$ cat src/rtl/music_play_ctrl_if.sv
// Key-scanner / song-ROM side bundle of the playback sequencer.
// Purely combinational wiring; no latency of its own.
// No backpressure: key pulses and note_end are sampled every cycle.
interface music_play_ctrl_if #(
  parameter int SONG_W = 2,
  parameter int NOTE_W = 6
);
  logic [3:0]        key_pulse;   // bit0 play/pause, bit1 next, bit2 prev, bit3 stop
  logic              note_end;    // end-of-song marker at song_sel/note_addr
  logic [SONG_W-1:0] song_sel;
  logic [NOTE_W-1:0] note_addr;
  logic              tone_en;
  logic [1:0]        play_state;  // 0 IDLE, 1 PLAY, 2 PAUSE
  logic              beat_tick;

  // Sequencer side: takes keys and ROM flag, drives ROM address and tone gate.
  modport master (
    input  key_pulse, note_end,
    output song_sel, note_addr, tone_en, play_state, beat_tick
  );

  // Scanner / ROM / tone divider side.
  modport slave (
    output key_pulse, note_end,
    input  song_sel, note_addr, tone_en, play_state, beat_tick
  );
endinterface

$ cat src/rtl/music_play_ctrl.sv
// Play/pause/stop sequencer: song select, note address stepping on a beat tick, tone gate.
// Latency: one cycle from key pulse or beat wrap to registered outputs.
// No backpressure: every key pulse is acted on or dropped by priority. Option: AUTO_NEXT_EN.
module music_play_ctrl #(
  parameter int NUM_SONGS = 4,
  parameter int SONG_W    = 2,
  parameter int NOTE_W    = 6,
  parameter int BEAT_DIV  = 6_250_000
) (
  input  logic                 clk,
  input  logic                 rst,
  music_play_ctrl_if.master    bus
);

  localparam int CNT_W = (BEAT_DIV > 2) ? $clog2(BEAT_DIV) : 1;

  localparam logic [CNT_W-1:0]  CNT_MAX  = CNT_W'(BEAT_DIV - 1);
  localparam logic [SONG_W-1:0] SONG_MAX = SONG_W'(NUM_SONGS - 1);
  localparam logic [NOTE_W-1:0] NOTE_MAX = '1;

  // Elaboration-time sanity on the configuration.
  if (BEAT_DIV < 2) begin : g_bad_div
    $error("music_play_ctrl: BEAT_DIV must be >= 2");
  end
  if (NUM_SONGS < 2 || NUM_SONGS > (1 << SONG_W)) begin : g_bad_songs
    $error("music_play_ctrl: NUM_SONGS must lie in 2..2**SONG_W");
  end

  typedef enum logic [1:0] {
    ST_IDLE  = 2'd0,
    ST_PLAY  = 2'd1,
    ST_PAUSE = 2'd2
  } state_t;

  state_t            state, state_nxt;
  logic [SONG_W-1:0] song, song_nxt;
  logic [NOTE_W-1:0] note, note_nxt;
  logic [CNT_W-1:0]  cnt, cnt_nxt;
  logic              tick, tick_nxt;
  logic              tone, tone_nxt;

  // Priority-decoded keys: stop > play/pause > next > prev.
  logic k_stop, k_play, k_next, k_prev;
  logic tick_now;
  logic song_end;
  logic [SONG_W-1:0] song_inc, song_dec;

  // Key priority decode and the shared wrap arithmetic.
  always_comb begin
    k_stop   = bus.key_pulse[3];
    k_play   = bus.key_pulse[0] & ~bus.key_pulse[3];
    k_next   = bus.key_pulse[1] & ~bus.key_pulse[3] & ~bus.key_pulse[0];
    k_prev   = bus.key_pulse[2] & ~bus.key_pulse[3] & ~bus.key_pulse[0] & ~bus.key_pulse[1];
    tick_now = (state == ST_PLAY) && (cnt == CNT_MAX);
    // note_end only matters on a tick cycle; it is gated by tick_now below.
    song_end = bus.note_end || (note == NOTE_MAX);
    song_inc = (song == SONG_MAX) ? '0 : song + 1'b1;
    song_dec = (song == '0) ? SONG_MAX : song - 1'b1;
  end

  // Next-state logic: beat counter first, then key actions override it,
  // and only with no key does the tick step the note.
  always_comb begin
    state_nxt = state;
    song_nxt  = song;
    note_nxt  = note;
    cnt_nxt   = cnt;
    tick_nxt  = 1'b0;

    if (state == ST_PLAY) begin
      cnt_nxt  = tick_now ? '0 : cnt + 1'b1;
      tick_nxt = tick_now;
    end

    case (state)
      ST_IDLE, ST_PLAY, ST_PAUSE: begin
        if (k_stop) begin
          state_nxt = ST_IDLE;
          note_nxt  = '0;
          cnt_nxt   = '0;
        end else if (k_play) begin
          case (state)
            ST_IDLE: begin
              state_nxt = ST_PLAY;
              note_nxt  = '0;
              cnt_nxt   = '0;
            end
            ST_PLAY: begin
              // Pause freezes position; a tick landing here is consumed.
              state_nxt = ST_PAUSE;
              cnt_nxt   = tick_now ? '0 : cnt;
            end
            default: begin
              state_nxt = ST_PLAY;
            end
          endcase
        end else if (k_next || k_prev) begin
          song_nxt = k_next ? song_inc : song_dec;
          note_nxt = '0;
          cnt_nxt  = '0;
        end else if (tick_now) begin
          if (song_end) begin
            note_nxt = '0;
`ifdef AUTO_NEXT_EN
            song_nxt = song_inc;
`else
            state_nxt = ST_IDLE;
            cnt_nxt   = '0;
`endif
          end else begin
            note_nxt = note + 1'b1;
          end
        end
      end
      default: begin
        // Unreachable code 3: fall back to a clean IDLE.
        state_nxt = ST_IDLE;
        note_nxt  = '0;
        cnt_nxt   = '0;
        tick_nxt  = 1'b0;
      end
    endcase

    tone_nxt = (state_nxt == ST_PLAY);
  end

  // State and output registers with synchronous reset.
  always_ff @(posedge clk) begin
    if (rst) begin
      state <= ST_IDLE;
      song  <= '0;
      note  <= '0;
      cnt   <= '0;
      tick  <= 1'b0;
      tone  <= 1'b0;
    end else begin
      state <= state_nxt;
      song  <= song_nxt;
      note  <= note_nxt;
      cnt   <= cnt_nxt;
      tick  <= tick_nxt;
      tone  <= tone_nxt;
    end
  end

  assign bus.song_sel   = song;
  assign bus.note_addr  = note;
  assign bus.tone_en    = tone;
  assign bus.play_state = state;
  assign bus.beat_tick  = tick;

endmodule

$ cat src/flat_wrapper.sv
// flat-port wrapper written by rule: the top's interface ports become plain ports
module music_play_ctrl_flat 
#(
  parameter int NUM_SONGS = 4,
  parameter int SONG_W    = 2,
  parameter int NOTE_W    = 6,
  parameter int BEAT_DIV  = 6_250_000
)
  (clk, rst, bus_key_pulse, bus_note_end, bus_song_sel, bus_note_addr, bus_tone_en, bus_play_state, bus_beat_tick);
  music_play_ctrl_if #(.SONG_W(SONG_W), .NOTE_W(NOTE_W)) bus_i ();
  input  logic clk;
  input  logic rst;
  input wire logic [$bits(bus_i.key_pulse)-1:0] bus_key_pulse;
  input wire logic [$bits(bus_i.note_end)-1:0] bus_note_end;
  output wire logic [$bits(bus_i.song_sel)-1:0] bus_song_sel;
  output wire logic [$bits(bus_i.note_addr)-1:0] bus_note_addr;
  output wire logic [$bits(bus_i.tone_en)-1:0] bus_tone_en;
  output wire logic [$bits(bus_i.play_state)-1:0] bus_play_state;
  output wire logic [$bits(bus_i.beat_tick)-1:0] bus_beat_tick;
  assign bus_i.key_pulse = bus_key_pulse;
  assign bus_i.note_end = bus_note_end;
  assign bus_song_sel = bus_i.song_sel;
  assign bus_note_addr = bus_i.note_addr;
  assign bus_tone_en = bus_i.tone_en;
  assign bus_play_state = bus_i.play_state;
  assign bus_beat_tick = bus_i.beat_tick;
  music_play_ctrl #(.NUM_SONGS(NUM_SONGS), .SONG_W(SONG_W), .NOTE_W(NOTE_W), .BEAT_DIV(BEAT_DIV)) u_core (.clk(clk), .rst(rst), .bus(bus_i));
endmodule
$ cat config.mk
export PLATFORM = sky130hd
export DESIGN_NAME = music_play_ctrl_flat
export DESIGN_NICKNAME = d
export VERILOG_FILES = /design/src/rtl/music_play_ctrl_if.sv /design/src/rtl/music_play_ctrl.sv /design/src/flat_wrapper.sv
export SDC_FILE = /design/constraint.sdc
export NUM_CORES = 1
export LEC_CHECK = 0
export CORE_ASPECT_RATIO = 1.75
export CORE_MARGIN = 2
export CORE_UTILIZATION = 51
export DETAILED_ROUTE_END_ITERATION = 10
export GPL_ROUTABILITY_DRIVEN = 0
export GPL_TIMING_DRIVEN = 0
export PLACE_DENSITY = 0.78
export SLEW_MARGIN = 25
export SYNTH_ARGS = -nofsm -noshare
export SYNTH_HDL_FRONTEND = slang
export SYNTH_SLANG_ARGS = --single-unit
$ cat constraint.sdc
create_clock -name clk -period 2 [get_ports clk]
set_input_delay 0.5 -clock clk [delete_from_list [all_inputs] [get_ports clk]]
set_output_delay 0.5 -clock clk [all_outputs]
set_load 0.01 [all_outputs]
Word level (Yosys, flattened, before mapping)
Index checks and enable logic that the tools add are counted.
{"block": "totals", "reg_bits": 35, "output_inout_bits": 12, "wordCells": 64}
{"block": "classes", "n_addsub": 4, "eq_ne": 8, "muxes": 23, "bitwise": 12, "reduce_logical": 11}
{"operator": "2-to-1 mux 23 bit", "count": 7}
{"operator": "one-hot mux 23 bit (2 select lines)", "count": 1}
{"operator": "2-to-1 mux 6 bit", "count": 5}
{"operator": "adder 23 x 1 -> 23 bit, second input constant", "count": 1}
{"operator": "equality test 23 bit, second input constant", "count": 1}
{"operator": "2-to-1 mux 2 bit", "count": 10}
{"operator": "OR reduction 3 bit", "count": 3}
{"operator": "adder 6 x 1 -> 6 bit, second input constant", "count": 1}
{"operator": "bitwise AND 1 bit", "count": 6}
{"operator": "equality test 6 bit, second input constant", "count": 1}
{"operator": "inverter 1 bit", "count": 6}
{"operator": "equality test 2 x 1 -> 1 bit, second input constant", "count": 2}
{"operator": "equality test 2 bit, second input constant", "count": 2}
{"operator": "zero test 2 bit", "count": 2}
{"operator": "AND reduction 4 bit", "count": 1}
{"operator": "inequality test 3 bit, second input constant", "count": 1}
{"operator": "nonzero test 3 bit", "count": 1}
{"operator": "adder 2 x 1 -> 2 bit, second input constant", "count": 1}
{"operator": "logical OR 1 bit", "count": 2}
{"operator": "inequality test 2 bit, second input constant", "count": 1}
{"operator": "AND reduction 2 bit", "count": 1}
{"operator": "subtractor 2 x 1 -> 2 bit, second input constant", "count": 1}
{"operator": "logical AND 1 bit", "count": 1}

Logic depth before layout (Yosys ltp)
{"block": "depth", "depth_word": 10, "mapped_depth": 7, "depth_no_buf": 6}

Worst setup path before layout
Ideal clock, no wire load.
{"block": "synth_timing", "kind": "input-to-reg", "from": "in rst", "to": "reg u_core.cnt[8]", "t_arrival_ns": 2.081, "slack_ns": -0.155, "path_stages": 7, "cell_sequence": "clkbuf_1 a211oi_1 o21ai_0 a21o_2 buf_2 or3_1 o21ai_0"}
{"block": "synth_between", "elab_chain_cells": 1}
{"item": "from (decl)", "line": "flat_wrapper.sv:12", "source": "input logic rst;"}
{"item": "OR reduction 3 bit (no line)"}
{"item": "to (signal assigned)", "line": "music_play_ctrl.sv:140", "source": "cnt <= cnt_nxt;"}
{"item": "to (decl)", "line": "music_play_ctrl.sv:38", "source": "logic [CNT_W-1:0] cnt, cnt_nxt;"}
No other way between the ends.
A chain may end at the register's enable or synchronous reset.

Worst setup path in the final report
{"block": "layout_timing", "from": "reg u_core.cnt[15]", "to": "reg u_core.cnt[9]"}
{"block": "layout_between", "elab_chain_cells": 8, "word_cells_on_any_way": 10, "classes_between": "eq/ne: 2; mux: 7; reduce/logical: 1"}
{"item": "equality test 23 bit (*)", "line": "music_play_ctrl.sv:54", "source": "tick_now = (state == ST_PLAY) && (cnt == CNT_MAX);"}
{"item": "logical AND 1 bit (*)", "line": "music_play_ctrl.sv:54"}
{"item": "2-to-1 mux 23 bit", "line": "music_play_ctrl.sv:71", "source": "cnt_nxt = tick_now ? '0 : cnt + 1'b1;"}
{"item": "2-to-1 mux 23 bit", "line": "music_play_ctrl.sv:70", "source": "if (state == ST_PLAY) begin"}
{"item": "2-to-1 mux 23 bit", "line": "music_play_ctrl.sv:102", "source": "if (song_end) begin"}
{"item": "2-to-1 mux 23 bit", "line": "music_play_ctrl.sv:101", "source": "end else if (tick_now) begin"}
{"item": "2-to-1 mux 23 bit", "line": "music_play_ctrl.sv:97", "source": "end else if (k_next || k_prev) begin"}
{"item": "2-to-1 mux 23 bit", "line": "music_play_ctrl.sv:81", "source": "end else if (k_play) begin"}
Mark *: on every way between the ends. The rest lies on a longest branch, timed or not.

==> impl_summary.txt <==
----------------------------------------------------
[Status]
  Result of the run ... complete, but fails checks
  Failing checks ... setup timing

[Synth]
  Distinct cells, synth ... 52
  Synth warnings ... 0
  Cell area after technology mapping ... 0.00198 mm^2
  Number of instances in the synthesized netlist ... 249
  Seq/Total Area, Yosys ... 35.4%
  Top_reg_cell synth ... dfxtp_1
  Share of flip-flops with an asynchronous set or reset ... 0%
  Average size of a mapped cell ... 7.94 um^2
  Register bit count reported by yosys ... 35
  Number of enable-type register cells in the synthesized netlist ... 0
  Net count after synthesis ... 260

[Global route]
  Remaining global-route overflow ... 0
  Number of antenna violations at the first check in global routing ... 0
  First-pass GRT wire length ... 9.23 mm
  Maximum number of pins on one net before global-route repair ... 12
  Global-route total usage across every layer ... 27.4%
  Number of global-route vias before repair ... 2,058

[Routing]
  Iteration-0 DRC count of the detailed router ... 113
  Number of vias in the routed layout ... 2,227
  Detailed Routing Iterations Pass 1 ... 4
  Average vias per placed instance ... 6.38
  Remaining number of nets flagged by the antenna check after routing ... 0
  Wire length reported by the detailed router ... 6.18 mm
  Routed wirelength normalized by instance count ... 17.7 um
  DR DRC count ... 0

[Finish]
  Leading cell types in the layout, fill and taps excluded ... dfxtp_1 (30), buf_4 (27), nand2_1 (23), nor2_1 (16), clkdlybuf4s50_1 (15)
  Cell area after layout ... 0.00283 mm^2
  Layout Cells excl Fill ... 349
  Total Nets Final ... 311
  Antenna diodes ... 0
  Leading cell type in the layout, fill and taps excluded ... dfxtp_1
  Area Overhead vs Synth ... 42.9%
  Filler instances ... 264
  Area of the multi-input gates ... 0.00144 mm^2
  Fraction of final layout cells sized beyond drive strength 1 ... 31.2%
  End-of-flow core utilization ... 74.5%
  Sequential cell area ... 714 um^2

[Placement]
  Pre-CTS setup slack ... -0.812 ns
  Number of buffers inserted by port buffering ... 17
  Half-perimeter wire length after detailed placement ... 3.60 mm
  Placed cell count ... 314
  Instance area after placement ... 0.00225 mm^2

[Timing]
  Worst Max-Slew Pin Slew ... 0.440 ns
  Number of setup violations in the final report ... 24
  Setup Skew ... 0.00381 ns
  Achievable Freq ... 469 MHz
  Number of hold violations in the final report ... 0
  Setup repair after global routing missed its margin ... true
  Final Slew Violations ... 0
  Ratio of final minimum period to clock period ... 107%
  Worst slew slack as a fraction of its limit ... 69.9%
  Minimum setup slack in the final design ... -0.133 ns
  Final critical delay including setup and external delays ... 2.13 ns

[Setup path]
  Category of the critical setup timing path ... flip-flop to flip-flop
  Maximum fanout along the worst path ... 8
  CP Data Arrival Time ... 2.33 ns
  Crit path capture type ... flip-flop
  Category of the worst setup path launch point ... flip-flop
  Endpoint required time on the critical path ... 2.20 ns

[Clock tree]
  CTS tree ... done
  Clock Path Buffers ... 2
  CTS root buf ... clkbuf_8
  Num CTS Buffers ... 5
  Insertion delay to the later sink of the worst-skew pair ... 0.30 ns
  H-tree depth reported by CTS ... 2
  Number of buffers added to fix hold violations after cts ... 0
  Number of sinks on the clock net ... 35
  Clk slew on worst S/H paths ... 0.08 ns

[Power and ir drop]
  P_sw ... 372 uW
  Clock share of power ... 44.3%
  Leakage Power ... 0.00102 uW
  Cell internal power dissipation ... 1170 uW
  Largest voltage drop on the vdd net ... 0.498 mV
  Seq pwr share ... 45.8%
  Power density cells ... 547 mW/mm^2
  Share of total power in combinational logic ... 10.0%
  Sw Share ... 24.1%

[Floorplanning]
  Count of boundary I/O pins ... 19
  DIE HEIGHT ... 86.4 um
  Die boundary width ... 51.1 um
  Die Area ... 0.00441 mm^2
  Core ar. ... 0.00379 mm^2
  Initial standard-cell utilization of the core ... 52.1%
  Row count ... 30

[Run]
  Max-cap violation count ... 0

[Hold path]
  Path type of the worst min-delay path ... flip-flop to flip-flop

----------------------------------------------------
-- layer usage --
layer | wire length (um) | vias to the layer above | track usage, %
li1 | - | 1044 | -
met1 | 2230 | 1058 | 27.2
met2 | 3310 | 88 | 47.9
met3 | 263 | 37 | 5.69
met4 | 376 | 0 | 20.9
met5 | 0 | - | 0
-- timing repair --
item	CTS	global route
setup endpoints to repair	30	29
pin swaps	18	7
buffers inserted	13	14
resized for setup	39	31
-- sequential cells by signal, indices dropped and copies added (netlist names) --
name,flops
u_core.bus.tone_en,1
u_core.bus.song_sel,2
u_core.cnt,23
u_core.bus.note_addr,6
u_core.bus.beat_tick,1
u_core.bus.play_state,2
-- Yosys cell counts (2+ instances only) --
master     number  area share [%]
nand2b_1        4             1.3
a2111oi_0       3             1.3
nand2_1        24             4.6
ha_1            4             2.5
a21oi_1        18             4.6
buf_2           2            0.51
nor3b_1         2            0.76
nand3_1         8             2.0
a22o_1          3             1.3
clkbuf_1        6             1.1
a211oi_1        2            0.76
nor3_1         10             2.5
or4_1           4             1.5
dfxtp_1        35              35
or2_2           4             1.3
nor2_1         17             3.2
nand4_1         6             1.9
nor4_1          5             1.6
o211ai_1        4             1.5
or3_1           6             1.9
mux2i_1         3             1.5
a31oi_1        10             3.2
a21oi_2         2            0.89
a21o_1          5             1.9
nand4b_1        2            0.89
nor2b_1         4             1.3
o21ai_0        18             4.6
inv_1          10             1.9
o21a_1          2            0.76
and3_1          2            0.63
o31ai_1         3             1.1
-- worst max-delay path, cell delays in order (launching register included) --
cell and delay (ns):
dfxtp_1 0.37, or4bb_4 0.59, or4_4 0.46, o21a_4 0.29, a21o_1 0.17, a21o_1 0.15
-- path summary, 6_finish.rpt --
check | startpoint | to | slack [ns] | cells after the start
min | u_core.cnt[1] | u_core.cnt[1] | 0.49 | 2
max | u_core.cnt[15] | u_core.cnt[9] | -0.13 | 5
max reg2reg | u_core.cnt[15] | u_core.cnt[9] | -0.13 | 5
min reg2reg | u_core.cnt[1] | u_core.cnt[1] | 0.49 | 2
-- cell type report --
type	instances	area share (%)
multi-input cells	195	50.8
clock buffers	6	2.92
inverters	10	1.33
repair buffers	44	13.2
plain buffers	9	3.06
clock inverters	2	1.24
well taps	48	2.13
flip-flops and latches	35	25.3
-- cells by family (layout without fill, tap and decap cells) --
kind of cell	after synthesis	after routing	synth area share, %
AOI/OAI and AO/OA	79	79	25.8
xor gates and xnor gates	2	2	0.886
adders and majority gates	4	4	2.53
buffers and inverters	19	71	3.80
DFF	35	35	35.4
muxes	4	4	2.09
and+or+nand+nor	106	106	29.5
-- power by group through the flow --
stage	combinational, uW	clock (uW)	sequential (uW)
global route	166	699	708
global placement	110	0	726
finish	154	684	707
CTS	128	684	709
detailed placement	112	0	726
floorplan	68.8	0	727
-- stage by stage --
step / setup TNS, ns / power, uW / hold slack (ns)
6_report: -1.59 / 1540 / 0.487
3_3_place_gp: -16.24 / 835 / 0.473
2_1_floorplan: -0.0623 / 795 / 0.453
4_1_cts: -0.929 / 1520 / 0.486
3_5_place_dp: -16.98 / 838 / 0.477
5_1_grt: -3.12 / 1570 / 0.515
(Power assumes the default switching activity.)
==> patch 1: new RTL, same settings <==
The option `AUTO_NEXT_EN` is turned on by a define.
--- a/src/rtl/music_play_ctrl.sv
+++ b/src/rtl/music_play_ctrl.sv
@@ -2,4 +2,6 @@
 // Latency: one cycle from key pulse or beat wrap to registered outputs.
 // No backpressure: every key pulse is acted on or dropped by priority. Option: AUTO_NEXT_EN.
+`define AUTO_NEXT_EN
+
 module music_play_ctrl #(
   parameter int NUM_SONGS = 4,
Formal check against the unedited RTL: same outputs for any inputs over 10 cycles, from zero or initial values and one cycle with rst high; that may be too few to reach the edited logic, so the function may still have changed.
==> patch 1 against the unedited design <==
  * Core utilization fell by 4.1 points
  * Cell count fell by 11%
  * Via count fell by 15%
  * Critical path type unchanged
  * Final area fell by 10%
  * Worst setup slack improved by 0.18 ns
  * Synthesized area fell by 4.0%
  * Wire length fell by 20%
  * Sequential power fell by 0.8%
  * Combinational power fell by 36%
  * Power fell by 15%
  * Largest power group unchanged
  * Sequential cell count did not move
  * Clock power fell by 26%
==> patch 1: results <==
[clock_network]
path_clk_slew_ns = 0.08
ctsRootBufferMaster = clkbuf_8
cts_max_level = 2
clock_latency_ns = 0.29
cts_buffer_depth = 2
cts_buffers = 5

[global_route]
grt_pass1_vias = 1698
grt_usage_pct = 23.9
antenna_found_initial = 0
grt_pass1_wl_um = 7910
grt_start_max_net_pins = 12

[routing]
vias_per_cell = 6.04
num_vias = 1886
firstDrtPassIters = 4
drt_iter0_drc = 57
wire_per_inst_um = 15.9

[yosys]
yosysSeqAreaShare_pct = 36.9
syn_inst = 228
syn_nets = 239
synth_common_cells = dfxtp_1 (35), nand2_1 (20), nor2_1 (17)
async_flop_share_pct = 0
yosys_warnings = 0
yosysUniqueCellTypes = 50
synthTopCellsByArea = dfxtp_1 (37%), nand3_1 (4.2%), a31oi_1 (4.0%), nand2_1 (4.0%), a21oi_1 (3.4%)

[worst_setup_path]
path_max_fanout = 7
critical_path_arrival_ns = 2.18
cpMaxStageDelayCell = or4_4
cp_top_family = simple AND/OR/NAND/NOR gates
cpPeakStageDelay_ns = 0.54

[finish]
diodes = 0
largest_register = u_core.cnt
largest_reg_flops = 23
final_layout_size_suffix_gt1_share_pct = 21.8
nNetsFinal = 276

[power_and_ir_drop]
p_leak_nw = 0.861
max-vdd-ir-drop_mv = 0.551

[run_status]
outcome = complete, no violations

[sta]
clock_skew_ns = 0.00946
worst_pin_slew_ns = 0.727

[place]
io_buffer_count = 16
place_hpwl_um = 3160
dp_cells = 290

[hold_path]
worstHoldPathType = reg -> reg
patch 1: cell types whose count changed in the layout (fill, tap and decap cells not counted), sizes merged, moves of 6 or more:
cell and delta:
a21oi -7, xnor2 +6, buf -8, or3 -6, o21ai -12, nand3 +8
patch 1: cell families after synthesis:
family | count (synthesis) | share of synthesized area, %
AO/OA/AOI/OAI | 59 | 21.6
XOR/XNOR | 8 | 3.69
adder cells (fa/ha/maj) | 4 | 2.64
buffers and inverters | 17 | 3.63
flip-flops | 35 | 36.9
multiplexers | 4 | 2.11
AND/OR/NAND/NOR | 101 | 29.5
patch 1: worst paths after layout:
path                 start                endpoint  slack, ns  cells after the start
min          u_core.cnt[4]           u_core.cnt[4]       0.49                      1
min reg2reg  u_core.cnt[4]           u_core.cnt[4]       0.49                      1
max reg2reg  u_core.cnt[8]  u_core.bus.song_sel[0]       0.04                      6
max          u_core.cnt[8]  u_core.bus.song_sel[0]       0.04                      6
patch 1: stage by stage:
stage	setup slack, ns	area (sq um)	power, mW	TNS (ns)	util [%]
after global routing	0.00281	2530	1.35	0	70.5
after detailed placement	-0.698	2190	0.804	-15.73	60.8
final	0.0443	2530	1.31	0	70.5
after floorplan	-0.0204	1960	0.770	-0.0292	-
after CTS	-0.0264	2430	1.31	-0.0437	67.5
after global placement	-0.698	2170	0.801	-15.81	60.5
patch 1: repair_timing:
item                       in CTS  in global routing
setup endpoints to repair      28                 28
setup buffers                  11                  3
gates resized for setup        19                 31
cloned                          1                  2
pin swaps                       5                  9
patch 1: power breakdown:
| part | total [mW] | internal [mW] | switching (mW) | leakage (nW) |
|---|---|---|---|---|
| Combinational | 0.0988 | 0.0462 | 0.0526 | 0.532 |
| Clock | 0.507 | 0.243 | 0.264 | 0.0412 |
| Sequential | 0.701 | 0.696 | 0.00487 | 0.287 |
| Total | 1.31 | 0.986 | 0.322 | 0.861 |
patch 1: worst register-to-register path: stages (launching register included):
cell and delay (ns):
dfxtp_2 0.34, or4_4 0.54, nor4_4 0.16, buf_6 0.18, a311oi_4 0.12, or4_4 0.43, a21oi_2 0.13
patch 1: routing by layer:
| layer | part of all wire, % | routed length, um | global-route usage [%] | vias up |
|---|---|---|---|---|
| li1 | - | - | - | 933 |
| met3 | 3.1 | 152 | 3.56 | 12 |
| met2 | 55 | 2740 | 43.8 | 47 |
| met4 | 2.8 | 138 | 10.6 | 0 |
| met1 | 39 | 1940 | 26.1 | 894 |
| met5 | 0 | 0 | 0 | - |
patch 1: cell type report:
| cell class | count | area [sq um] |
|---|---|---|
| multi-input cells | 177 | 1290 |
| fillers | 270 | 1060 |
| flip-flops and latches | 35 | 721 |
| repair buffers | 32 | 285 |
| clock buffers | 6 | 72.6 |
| plain buffers | 7 | 66.3 |
| well taps | 46 | 57.6 |
| inverters | 7 | 26.3 |
| clock inverters | 2 | 12.5 |
==> patch 2: new RTL, config.mk and constraints unchanged <==
Without the edit above. One comparison of `cnt` changes from == to >=.
--- a/src/rtl/music_play_ctrl.sv
+++ b/src/rtl/music_play_ctrl.sv
@@ -52,5 +52,5 @@
     k_next   = bus.key_pulse[1] & ~bus.key_pulse[3] & ~bus.key_pulse[0];
     k_prev   = bus.key_pulse[2] & ~bus.key_pulse[3] & ~bus.key_pulse[0] & ~bus.key_pulse[1];
-    tick_now = (state == ST_PLAY) && (cnt == CNT_MAX);
+    tick_now = (state == ST_PLAY) && (cnt >= CNT_MAX);
     // note_end only matters on a tick cycle; it is gated by tick_now below.
     song_end = bus.note_end || (note == NOTE_MAX);
Check against the original RTL: no difference found for any inputs over 10 cycles, from zero or initial values and one cycle with rst high; that may be too few to reach the edited logic, so the function may still have changed.
==> patch 2 against the unedited design <==
  * The run still ends with setup timing left
  * Critical endpoint is now u_core.cnt[11]
  * Synthesized area grew 2.8%
  * Sequential cell count is the same
  * Final area grew 0.62%
  * Sequential power is essentially flat
  * Wire length grew 0.58%
  * Highest routed layer unchanged
  * Worst setup slack gained 0.067 ns
  * Power shrank 11%
==> patch 2: results <==
[yosys]
syn_inst = 248
yosysUniqueCellTypes = 60
yosysSeqAreaShare_pct = 34.5
syn_nets = 259

[sta]
setup_violations = 16
tns_ns = -0.630
timing.final.ws_setup_ns = -0.0659

[finish]
multi_input_area_share_pct = 51.9
buf_share_pct = 16.3
final_area_sq_mm = 0.00284
n_all_buffers = 50
fillers = 275
seq-cell-share_pct = 25.4
nNetsFinal = 308
multiInputCombCellCount = 194

[global_route]
met3_usage_pct = 4.64
grt_pass1_vias = 2001
grt_start_max_net_pins = 11

[worst_setup_path]
critical_path_arrival_ns = 2.24
path_max_fanout = 10
rr_worst_depth = 7
endpoint = u_core.cnt[11]
crit_start = u_core.cnt[13]

[run_status]
outcome = finished with violations
violations = setup timing

[power_and_ir_drop]
p_leak_nw = 0.964
p_seq_share_pct = 51.1
combPwrFrac_pct = 11.4
netSwitchingFraction_pct = 26.0
max-vdd-ir-drop_mv = 0.452

[routing]
route.met3.wl_um = 317
drt-met1-wl_um = 2160
met2_length_um = 3440
wire_per_inst_um = 18.0
drt-total-wl_um = 6210

[place]
dp_slack_ns = -0.760

[hold_path]
hold_start = u_core.cnt[19]
[patch 2: cell count changes in the layout (fill, tap and decap cells not counted), moves of 6 or more]
cell,change
o311ai_1,+6
o21ai_0,-6
dfxtp_1,-7
a31oi_1,-8
nor2_1,-8
dfxtp_2,+8
nand3_1,+9
[patch 2: kinds of logic after synthesis]
family | share of synthesized area, %
multiplexers | 1.60
buffers and inverters | 4.25
AO/OA/AOI/OAI | 23.2
adder cells (fa/ha/maj) | 2.46
flip-flops | 34.5
XOR/XNOR | 2.59
AND/OR/NAND/NOR | 31.5
[patch 2: timing repair]
action | 4_1_cts | 5_1_grt
gates resized for setup | 33 | 54
setup endpoints to repair | 29 | 31
hold buffers | 0 | 0
cloned | 0 | 1
setup buffers | 18 | 9
pin swaps | 10 | 22
[patch 2: worst max-delay path, stage by stage, from the launching register on]
cell and delay, ns:
dfxtp_1 0.51, a21oi_1 0.19, a31o_4 0.30, and3_4 0.19, o31a_4 0.38, buf_8 0.16
nand3_1 0.11, o311ai_2 0.11
